`config.mk`:
```
export PLATFORM = sky130hd
export DESIGN_NAME = bcd_stopwatch_core_flat
export DESIGN_NICKNAME = d
export VERILOG_FILES = /design/src/rtl/bcd_stopwatch_core_if.sv /design/src/rtl/bcd_stopwatch_core.sv /design/src/flat_wrapper.sv
export SDC_FILE = /design/constraint.sdc
export NUM_CORES = 1
export LEC_CHECK = 0
export CORE_ASPECT_RATIO = 1.25
export CORE_MARGIN = 10
export CORE_UTILIZATION = 23
export CTS_CLUSTER_SIZE = 25
export DETAILED_ROUTE_END_ITERATION = 12
export GPL_TIMING_DRIVEN = 0
export PLACE_DENSITY = 0.45
export SYNTH_ARGS = -nofsm -noshare
export SYNTH_HDL_FRONTEND = slang
export SYNTH_SLANG_ARGS = --single-unit
```
`constraint.sdc`:
```
create_clock -name clk -period 4.74 [get_ports clk]
set_clock_uncertainty 0.05 [all_clocks]
set_input_delay 0.474 -clock clk [delete_from_list [all_inputs] [get_ports clk]]
set_output_delay 0.474 -clock clk [all_outputs]
set_load 0.01 [all_outputs]
```
`src/rtl/bcd_stopwatch_core_if.sv`:
```
// rtl/bcd_stopwatch_core_if.sv - control/status bundle between button logic, stopwatch core and display driver
interface bcd_stopwatch_core_if #(
    parameter int DIGITS     = 4,
    parameter int EXT_DIGITS = 2
);
    logic [1:0]              mode;
    logic [4*EXT_DIGITS-1:0] ext_val;
    logic                    tick;
    logic                    start;
    logic                    stop;
    logic                    clear;
    logic                    lap;
    logic                    sel_lap;
    logic [4*DIGITS-1:0]     display;
    logic                    running;
    logic                    done;
    logic                    wrap;

    modport master (
        output mode, ext_val, tick, start, stop, clear, lap, sel_lap,
        input  display, running, done, wrap
    );

    modport slave (
        input  mode, ext_val, tick, start, stop, clear, lap, sel_lap,
        output display, running, done, wrap
    );
endinterface

```
`src/rtl/bcd_stopwatch_core.sv`:
```
// rtl/bcd_stopwatch_core.sv - BCD up/down stopwatch/timer with lap capture and start/stop/clear FSM
module bcd_stopwatch_core #(
    parameter int DIGITS     = 4,
    parameter int EXT_DIGITS = 2
) (
    input  logic                  clk,
    input  logic                  rst_n,
    bcd_stopwatch_core_if.slave   bus
);
    localparam int W = 4 * DIGITS;

    typedef enum logic [1:0] {
        IDLE  = 2'd0,
        RUN   = 2'd1,
        PAUSE = 2'd2,
        DONE  = 2'd3
    } state_t;

    state_t         state_q, state_d;
    logic [W-1:0]   count_q, count_d;
    logic [W-1:0]   lap_q;
    logic           wrap_q, wrap_d;
    logic [W-1:0]   start_val;
    logic [W-1:0]   all_nines;
    logic           count_up;

    function automatic logic [W-1:0] bcd_inc(input logic [W-1:0] v);
        logic [W-1:0] r;
        logic         c;
        r = v;
        c = 1'b1;
        for (int i = 0; i < DIGITS; i++) begin
            if (c) begin
                if (v[4*i +: 4] == 4'd9) begin
                    r[4*i +: 4] = 4'd0;
                end else begin
                    r[4*i +: 4] = v[4*i +: 4] + 4'd1;
                    c = 1'b0;
                end
            end
        end
        return r;
    endfunction

    function automatic logic [W-1:0] bcd_dec(input logic [W-1:0] v);
        logic [W-1:0] r;
        logic         b;
        r = v;
        b = 1'b1;
        for (int i = 0; i < DIGITS; i++) begin
            if (b) begin
                if (v[4*i +: 4] == 4'd0) begin
                    r[4*i +: 4] = 4'd9;
                end else begin
                    r[4*i +: 4] = v[4*i +: 4] - 4'd1;
                    b = 1'b0;
                end
            end
        end
        return r;
    endfunction

    assign count_up = ~bus.mode[1];

    // Presets land in the top digits; out-of-range switch digits clamp to 9.
    always_comb begin
        all_nines = '0;
        start_val = '0;
        for (int i = 0; i < DIGITS; i++) begin
            all_nines[4*i +: 4] = 4'd9;
        end
        case (bus.mode)
            2'b00: start_val = '0;
            2'b10: start_val = all_nines;
            default: begin
                for (int i = 0; i < EXT_DIGITS; i++) begin
                    start_val[4*(DIGITS-EXT_DIGITS+i) +: 4] =
                        (bus.ext_val[4*i +: 4] > 4'd9) ? 4'd9 : bus.ext_val[4*i +: 4];
                end
            end
        endcase
    end

    always_comb begin
        state_d = state_q;
        count_d = count_q;
        wrap_d  = 1'b0;
        if (bus.clear) begin
            count_d = start_val;
            state_d = IDLE;
        end else if (bus.stop) begin
            if (state_q == RUN) begin
                state_d = PAUSE;
            end
        end else if (bus.start) begin
            if (state_q == IDLE || state_q == PAUSE) begin
                state_d = (!count_up && count_q == '0) ? DONE : RUN;
            end
        end else if (bus.tick && state_q == RUN) begin
            if (count_up) begin
                if (count_q == all_nines) begin
                    count_d = '0;
                    wrap_d  = 1'b1;
                end else begin
                    count_d = bcd_inc(count_q);
                end
            end else if (count_q == '0 || count_q == W'(1)) begin
                // Floor at zero; a mode flip to down while at zero also finishes.
                count_d = '0;
                state_d = DONE;
            end else begin
                count_d = bcd_dec(count_q);
            end
        end
    end

    always_ff @(posedge clk) begin
        if (!rst_n) begin
            state_q <= IDLE;
            count_q <= start_val;
            lap_q   <= '0;
            wrap_q  <= 1'b0;
        end else begin
            state_q <= state_d;
            count_q <= count_d;
            wrap_q  <= wrap_d;
            if (bus.lap && (state_q == RUN || state_q == PAUSE)) begin
                lap_q <= count_q;
            end
        end
    end

    assign bus.display = bus.sel_lap ? lap_q : count_q;
    assign bus.running = (state_q == RUN);
    assign bus.done    = (state_q == DONE);
    assign bus.wrap    = wrap_q;
endmodule

```
`src/flat_wrapper.sv`:
```
// flat-port wrapper written by rule: the top's interface ports become plain ports
module bcd_stopwatch_core_flat 
#(
    parameter int DIGITS     = 4,
    parameter int EXT_DIGITS = 2
)
  (clk, rst_n, bus_mode, bus_ext_val, bus_tick, bus_start, bus_stop, bus_clear, bus_lap, bus_sel_lap, bus_display, bus_running, bus_done, bus_wrap);
  bcd_stopwatch_core_if #(.DIGITS(DIGITS), .EXT_DIGITS(EXT_DIGITS)) bus_i ();
  input  logic clk;
  input  logic rst_n;
  input wire logic [$bits(bus_i.mode)-1:0] bus_mode;
  input wire logic [$bits(bus_i.ext_val)-1:0] bus_ext_val;
  input wire logic [$bits(bus_i.tick)-1:0] bus_tick;
  input wire logic [$bits(bus_i.start)-1:0] bus_start;
  input wire logic [$bits(bus_i.stop)-1:0] bus_stop;
  input wire logic [$bits(bus_i.clear)-1:0] bus_clear;
  input wire logic [$bits(bus_i.lap)-1:0] bus_lap;
  input wire logic [$bits(bus_i.sel_lap)-1:0] bus_sel_lap;
  output wire logic [$bits(bus_i.display)-1:0] bus_display;
  output wire logic [$bits(bus_i.running)-1:0] bus_running;
  output wire logic [$bits(bus_i.done)-1:0] bus_done;
  output wire logic [$bits(bus_i.wrap)-1:0] bus_wrap;
  assign bus_i.mode = bus_mode;
  assign bus_i.ext_val = bus_ext_val;
  assign bus_i.tick = bus_tick;
  assign bus_i.start = bus_start;
  assign bus_i.stop = bus_stop;
  assign bus_i.clear = bus_clear;
  assign bus_i.lap = bus_lap;
  assign bus_i.sel_lap = bus_sel_lap;
  assign bus_display = bus_i.display;
  assign bus_running = bus_i.running;
  assign bus_done = bus_i.done;
  assign bus_wrap = bus_i.wrap;
  bcd_stopwatch_core #(.DIGITS(DIGITS), .EXT_DIGITS(EXT_DIGITS)) u_core (.clk(clk), .rst_n(rst_n), .bus(bus_i));
endmodule
```
Yosys cells after proc, flatten, opt, wreduce, memory -nomap -nowiden
Cells that the tools add are included.
- bits in registers: 35
- bits in latches: 0
- bits in writable memories: 0
- bits in read-only memories: 0
- bits of input ports: 18
- output and inout port bits: 19
- logic and storage cells: 145
- memories kept: 0
- add/subtract/negate cells: 8
- multipliers: 0
- div/mod/pow operators: 0
- magnitude comparators: 2
- eq/ne operators: 21
- shift operators: 0
- multiplexer cells: 82
- bitwise gates (word level): 2
- reduce and logical (&&, ||, !) cells: 23
- operator list (operator ; count):
    16-bit two-way mux ; 9
    4-bit two-way mux ; 16
    1-bit two-way mux ; 47
    5-bit AND reduction ; 4
    4-bit by 1-bit adder with 4-bit output (second input constant) ; 4
    16-bit by 1-bit equality test with 1-bit output (second input constant) ; 1
    16-bit equality test (second input constant) ; 1
    4-bit equality test (second input constant) ; 4
    16-bit zero test ; 1
    4-bit zero test ; 4
    2-bit two-way mux ; 8
    8-bit case mux with 2 select lines ; 1
    4-bit by 1-bit subtractor with 4-bit output (second input constant) ; 4
    5-bit by 1-bit inequality test with 1-bit output (second input constant) ; 3
    5-bit by 2-bit inequality test with 1-bit output (second input constant) ; 3
    3-bit nonzero test ; 3
    4-bit greater-than comparator (second input constant) ; 2
    8-bit two-way mux ; 1
    2-bit equality test (second input constant) ; 3
    3-bit by 1-bit inequality test with 1-bit output (second input constant) ; 2
    3-bit by 2-bit inequality test with 1-bit output (second input constant) ; 2
    6-bit OR reduction ; 1
    2-bit zero test ; 2
    1-bit logical AND ; 3
    other kinds (6) ; 9

Depth between registers and ports, before layout
Gate-level depths: netlist of the first run.
- depth after elaboration: 30
- depth in mapped cells: 7
- mapped depth without buffers: 6

Worst setup path before layout of the first run
Ideal clock, no wire load.
- path kind: register to register
- start: register u_core.count_q[12]
- end: register u_core.count_q[4], enable pin
- library setup time: 0.305 ns
- arrival: 2.043 ns
- required time: 4.385 ns
- slack: 2.342 ns
- stages on the path, launching flop included: 7
- path buffers: 0
- period minus slack after synthesis: 2.398 ns
- cells stage by stage: edfxtp_1 -> inv_1 -> ha_1 -> or3b_4 -> or4_4 -> nand3_1 -> a21o_1
- word-level cells in the longest chain between the ends: 4
- elaborated cells between the ends (all ways): 7
- classes of those cells: eq/ne: 4; reduce/logical: 3
- ends and longest elaborated chain (element ; RTL line ; source):
    start, declared ; bcd_stopwatch_core.sv:20 ; logic [W-1:0] count_q, count_d;
    start signal, assigned ; bcd_stopwatch_core.sv:120 ; count_q <= start_val;
    start signal, assigned ; bcd_stopwatch_core.sv:125 ; count_q <= count_d;
    16-bit by 1-bit equality test with 1-bit output / 16-bit zero test (equally long branches) ; bcd_stopwatch_core.sv:107 ; end else if (count_q == '0 || count_q == W'(1)) begin
    1-bit logical OR ; bcd_stopwatch_core.sv:107 ;
    5-bit by 2-bit inequality test with 1-bit output (no line) ; n/a ;
    5-bit AND reduction (no line) * ; n/a ;
Mark *: on every way between the ends. The rest lies on a longest branch, timed or not.
A chain may end at the register's enable or synchronous reset.

Worst setup path in the final report of the first run
- start: input bus_sel_lap
- end: output bus_display[3]
- word-level cells in the longest chain between the ends: 1
- ends and longest elaborated chain (element ; RTL line ; source):
    start, declared ; flat_wrapper.sv:18 ; input wire logic [$bits(bus_i.sel_lap)-1:0] bus_sel_lap;
    16-bit two-way mux ; bcd_stopwatch_core.sv:133 ; assign bus.display = bus.sel_lap ? lap_q : count_q;
    end, declared ; flat_wrapper.sv:19 ; output wire logic [$bits(bus_i.display)-1:0] bus_display;
No other way between the ends.

==> results.ini, run 1 <==
[route]
avgViaCountPerCell = 4.78
drt-total-wl_um = 7560
vias = 2324
drtAntennaViolNets = 0
dr.pass1.iters = 4
first_iter_violations = 111
drc = 0
wl_per_cell_um = 15.6

[sta]
fmax_ghz = 0.338
fin_crit_ns = 2.95
relSlewSlack_pct = 56.2
slew_violations = 0
fin_crit_sh_pct = 62.3
timing.hold.ws_ns = 0.410
tightest_slew_ns = 0.656
rsz0062_at_grt = no
worst_slack_ns = 1.79
setup_tns_ns = 0
final_hold_viol_count = 0
setup_violations = 0

[final_layout]
final_nets = 384
n_antenna_cell = 0
finish.instance_area_sq_um = 3260
drive_gt1_share_pct = 9.12
synthToLayoutAreaGrowth_pct = 24.0

[power]
power.density_nw_per_um2 = 281
irDropWorstVdd_mv = 0.107
p_leak_uw = 0.00114

[synthesis]
yosys_warnings = 0
synth-seq-cells = 35
seq_area_frac_synth_pct = 32.7
syn_area_per_cell_sq_um = 8.46
synth.largest_area_cell = edfxtp_1
async_reset_ff_share_pct = 0
ys_top_cells_by_count = nand2_1, dfxtp_1, nor2_1
netlist_instances = 311
synth_nets = 344
synth_ff_type = dfxtp_1
syn_area_sq_um = 2630
yosysUniqueCellTypes = 56
synthTopCellsByArea = edfxtp_1, dfxtp_1, nand2_1
synth_edf_count = 16
netlist.area_leader.share_pct = 18.3
yosysMostFrequentCell = nand2_1

[clock_network]
numCtsBuffers = 5
root_buffer = clkbuf_16
clock_latency_ns = 0.28
cts.repair.resized = 0
cts_sinks = 35
cts_tree = done
post_cts_buffers = 0
ctsHoldBuffers = 0
cts_max_level = 2
cts_buffer_depth = 2
path_clk_slew_ns = 0.06

[die]
row_count = 43
io_pins = 37
die_y_um = 140
dieArea_sq_um = 16100
dieWidth_um = 116
initial_utilization_pct = 23.6
coreArea_sq_um = 11100

[grt]
grt_max_degree = 11
grt_pass1_wl_um = 12400
grt_overflow = 0
antenna_found_initial = 0
track_usage_pct = 9.63
first_global_vias = 2296

[status]
status = complete, no violations

[worst_setup_path]
path_max_fanout = 10
worstSetupEndpointType = output pin
worst_setup_path_start_kind = primary input
path_class = primary input to output pin
critical_path_arrival_ns = 2.43
cp_data_required_time_ns = 4.22

[placed_design]
io_buffers = 33
place_area_sq_um = 3130
gp_congestion = 0.786
place_ws_ns = 1.74
hpwlAfterDp_um = 5960

[run]
drv_cap = 0

[min_path]
hp-class = register to register

through the flow:
stage	total power (uW)	utilization, %	std cells
finish	918	29.3	486
global placement	615	28.1	479
global route	973	29.3	486
floorplan	528	-	311
CTS	931	29.3	486
detailed placement	616	28.1	479
placed cells by master, fill, tap and decap left out, drive strengths merged, types with 3 or more instances in the layout:
| cell type | count |
|---|---|
| a211oi | 4 |
| a21boi | 16 |
| a21oi | 12 |
| a311oi | 3 |
| a31oi | 4 |
| buf | 8 |
| clkbuf | 23 |
| clkdlybuf4s50 | 33 |
| dfxtp | 19 |
| edfxtp | 16 |
| ha | 15 |
| inv | 12 |
| mux2 | 11 |
| nand2 | 52 |
| nand2b | 12 |
| nand3 | 8 |
| nand3b | 8 |
| nor2 | 19 |
| nor3 | 5 |
| nor3b | 4 |
| nor4 | 3 |
| o211ai | 5 |
| o21ai | 14 |
| o31ai | 3 |
| o32ai | 3 |
| or3b | 4 |
| xnor2 | 3 |
flip-flops by register name (all words and copies together), names as in the netlist:
register / count
u_core.bus.wrap: 1
u_core.count_q: 16
u_core.lap_q: 16
u_core.state_q: 2
where the power goes:
| part | leakage, uW | switching (uW) | internal (uW) |
|---|---|---|---|
| clock | 0.0000640 | 117 | 192 |
| combinational | 0.000749 | 135 | 115 |
| sequential | 0.000323 | 18.7 | 341 |
| total | 0.00114 | 271 | 648 |
routing by layer:
metal  wire, um  part of all wire [%]  GRT usage [%]
met2       3640                    48           16.0
met3        304                   4.0           2.32
met5          0                     0              0
met4        157                   2.1           4.03
met1       3460                    46           11.5
critical path: stages:
cell and delay, ns:
clkdlybuf4s50_1 0.53, buf_1 0.53, mux2_2 0.41, clkdlybuf4s50_1 0.48
cells by family after synthesis:
| kind of cell | Yosys count | share of synthesized area (%) |
|---|---|---|
| mux | 13 | 5.47 |
| flops | 35 | 32.7 |
| simple gates | 128 | 26.0 |
| buf+inv | 36 | 5.94 |
| xor+xnor | 4 | 1.33 |
| compound gates | 80 | 21.4 |
| fa+ha+maj | 15 | 7.13 |
layout make-up:
cell class / instances / area, sq um
inverters: 12 / 45.0
repair buffers: 33 / 330
flip-flops and latches: 35 / 861
multi-input cells: 240 / 1610
clock buffers: 7 / 133
plain buffers: 24 / 111
fillers: 1178 / 7870
well taps: 135 / 169
path summary, 6_finish.rpt:
check	startpoint	endpoint	slack (ns)	cells after the start
worst min register to register	u_core.lap_q[5]	u_core.lap_q[5]	0.41	2
worst min-delay path	u_core.lap_q[5]	u_core.lap_q[5]	0.41	2
worst max-delay path	bus_sel_lap	bus_display[3]	1.79	4
worst max register to register	u_core.count_q[8]	u_core.count_q[14]	2.04	6
No activity file was read; power rests on OpenSTA's default activity.
==> run 2, diff against run 1 <==
Clock period 4.74 ns to 3.05 ns, I/O delays scaled along.
==> results of run 2 <==
Same layout as run 1 (identical final DEF). Status: complete, no violations.
Main changes from that run: setup slack after placement 1.74 ns -> 0.339 ns; setup slack after layout 1.79 ns -> 0.346 ns; start point of the critical path bus_sel_lap -> u_core.count_q[8]; end point of the critical path bus_display[3] -> u_core.count_q[14]; register-to-register setup slack 2.04 ns -> 0.35 ns; total power 918 uW -> 1430 uW; worst IR drop on VDD 0.107 mV -> 0.167 mV
==> patch (config.mk and constraints of run 1) <==
`EXT_DIGITS` is set to 2 in 3 places; all go to 4.
--- a/src/rtl/bcd_stopwatch_core_if.sv
+++ b/src/rtl/bcd_stopwatch_core_if.sv
@@ -1,7 +1,7 @@
 // rtl/bcd_stopwatch_core_if.sv - control/status bundle between button logic, stopwatch core and display driver
 interface bcd_stopwatch_core_if #(
     parameter int DIGITS     = 4,
-    parameter int EXT_DIGITS = 2
+    parameter int EXT_DIGITS = 4
 );
     logic [1:0]              mode;
     logic [4*EXT_DIGITS-1:0] ext_val;
--- a/src/rtl/bcd_stopwatch_core.sv
+++ b/src/rtl/bcd_stopwatch_core.sv
@@ -1,7 +1,7 @@
 // rtl/bcd_stopwatch_core.sv - BCD up/down stopwatch/timer with lap capture and start/stop/clear FSM
 module bcd_stopwatch_core #(
     parameter int DIGITS     = 4,
-    parameter int EXT_DIGITS = 2
+    parameter int EXT_DIGITS = 4
 ) (
     input  logic                  clk,
     input  logic                  rst_n,
--- a/src/flat_wrapper.sv
+++ b/src/flat_wrapper.sv
@@ -2,7 +2,7 @@
 module bcd_stopwatch_core_flat 
 #(
     parameter int DIGITS     = 4,
-    parameter int EXT_DIGITS = 2
+    parameter int EXT_DIGITS = 4
 )
   (clk, rst_n, bus_mode, bus_ext_val, bus_tick, bus_start, bus_stop, bus_clear, bus_lap, bus_sel_lap, bus_display, bus_running, bus_done, bus_wrap);
   bcd_stopwatch_core_if #(.DIGITS(DIGITS), .EXT_DIGITS(EXT_DIGITS)) bus_i ();
Interface: changed (resized bus_ext_val); port bits go from 37 to 45. The function was not compared with the original's and may differ.
==> patch against run 1 <==
Final area increased by 4.4%. Worst setup slack improved by 66 ps. Global-route usage increased by 0.89 points. Register-to-register slack got worse by 190 ps. Synthesized cell count increased by 2.9%. Sequential cell count unchanged. First-iteration DRC count increased by 6.3%. Die area increased by 0.92%. Area after synthesis increased by 1.1%. Total power increased by 5.0%. Wire length increased by 13%.
==> patch: results (changes against run 1) <==
[cells_and_area]
drive_gt1_frac=0.0647  ; was 0.0912
n_antenna_cell=0  ; unchanged
reg_top3=u_core.count_q (16), u_core.lap_q (16), u_core.state_q (2)  ; unchanged
stdcell_count=506  ; was 486
nets=412  ; was 384

[logic_synthesis]
ys_seq_area_frac=0.324  ; was 0.327
avgSynthCellArea_um2=8.31  ; was 8.46 um^2
ys_types=55  ; was 56
synthTopCellsByCount=56 x nand2_1, 19 x dfxtp_1, 18 x a21oi_1  ; was 52 x nand2_1, 19 x dfxtp_1, 19 x nor2_1
synth_compound_area_frac=0.221  ; was 0.214
ys.flop_type=dfxtp_1  ; unchanged
synth-edff-count=16  ; unchanged
synthArstFlopShare=0  ; unchanged
syn_nets=362  ; was 344
yosysWarnings=0  ; unchanged
synth_xor_area_frac=0.0230  ; was 0.0133
yosys-top-cells-area=edfxtp_1 18%, dfxtp_1 14%, nand2_1 7.9%  ; was edfxtp_1 18%, dfxtp_1 14%, nand2_1 7.4%
synthAdderAreaFrac=0.0753  ; was 0.0713
synth_mux_area_frac=0.0376  ; was 0.0547

[routing]
vias_per_cell=4.93  ; was 4.78
wl_per_cell_um=16.8  ; was 15.6 um
first_iter_violations=118  ; was 111
drt_pass1_iterations=4  ; unchanged

[global_route]
grt_pass1_vias=2540  ; was 2,296
grt_pass1_wl_um=13700  ; was 12,400 um
grt_antenna_before_repair=0  ; unchanged
grt_max_degree=12  ; was 11
gr-usage-all-layers=0.105  ; was 0.0963

[critical_path]
critPathMaxFanout=9  ; was 10
crit_path_top_delay_cell=a221oi_1  ; was clkdlybuf4s50_1
critical_path.max_stage_delay_ps=760  ; was 530 ps
arrival_ps=2750  ; was 2430 ps
cpLargestDelayFamily=compound AO/OA/AOI/OAI gates  ; was buffers and inverters

[clock_network]
path_clk_slew_ps=60  ; about the same
clock_path_buffers=2  ; unchanged
clk_latency_ps=280  ; about the same
htree_levels=2  ; unchanged
cts_setup_buffers=0  ; unchanged
cts-resized-gates=0  ; unchanged
cts_root_buf=clkbuf_16  ; unchanged
cts_buffers=5  ; unchanged

[placed_design]
placed_area_um2=3260  ; was 3130 um^2
detailed_place_hpwl_um=6650  ; was 5960 um
gp_congestion=0.820  ; was 0.786
dp_cells=498  ; was 479
port_buffers=43  ; was 33

[status]
run_status=complete, no violations  ; unchanged

[sta]
slew_headroom=0.412  ; was 0.562
timing_hold_violations_final=0  ; unchanged

[worst_hold_path]
hold_path.class=reg -> reg  ; unchanged

[pwr]
p_leak_nw=1.24  ; was 1.14 nW
vdd_drop_max_uv=118  ; was 107 uV

patch: path summary, 6_finish.rpt:
check | from | end | slack [ps] | depth (start not counted)
hold / removal | u_core.lap_q[14]$_SDFFE_PN0P_ | u_core.lap_q[14]$_SDFFE_PN0P_ | 400 | 2
setup reg to reg | u_core.count_q[8]$_DFFE_PP_ | u_core.count_q[15]$_DFFE_PP_ | 1850 | 6
setup / recovery | u_core.count_q[8]$_DFFE_PP_ | u_core.count_q[15]$_DFFE_PP_ | 1850 | 6
hold reg to reg | u_core.lap_q[14]$_SDFFE_PN0P_ | u_core.lap_q[14]$_SDFFE_PN0P_ | 400 | 2
patch: area by class of cell:
type                    instances  area (um^2)
fillers                      1224         7780
multi-input cells             250         1650
flip-flops and latches         35          861
repair buffers                 43          430
well taps                     135          169
clock buffers                   6          139
plain buffers                  21         97.6
inverters                      14         52.6
clock inverters                 2         10.0
patch: metal layers:
metal	GRT usage	part of all wire	wire length [um]	up-vias
li1	-	-	-	1251
met1	0.127	0.45	3850	1196
met5	0	0	0	-
met4	0.0218	0.0063	54	0
met3	0.0197	0.032	275	4
met2	0.187	0.51	4330	43
patch: power breakdown:
part	internal [mW]	switching [mW]	total (mW)
Sequential	0.340	0.0217	0.362
Combinational	0.119	0.141	0.260
Clock	0.208	0.134	0.342
patch: through the flow:
stage | setup WS [ps] | total power [mW]
3_5_place_dp | 1580 | 0.630
6_report | 1850 | 0.964
4_1_cts | 1860 | 0.975
5_1_grt | 1710 | 1.01
2_1_floorplan | 2430 | 0.528
3_3_place_gp | 1610 | 0.628
patch: cells by family (layout without fill, tap and decap cells):
kind of cell,count (synthesis),after routing
simple gates,127,127
compound gates,91,91
flops,35,35
buf+inv,35,86
fa+ha+maj,16,16
mux,9,9
xor+xnor,7,7
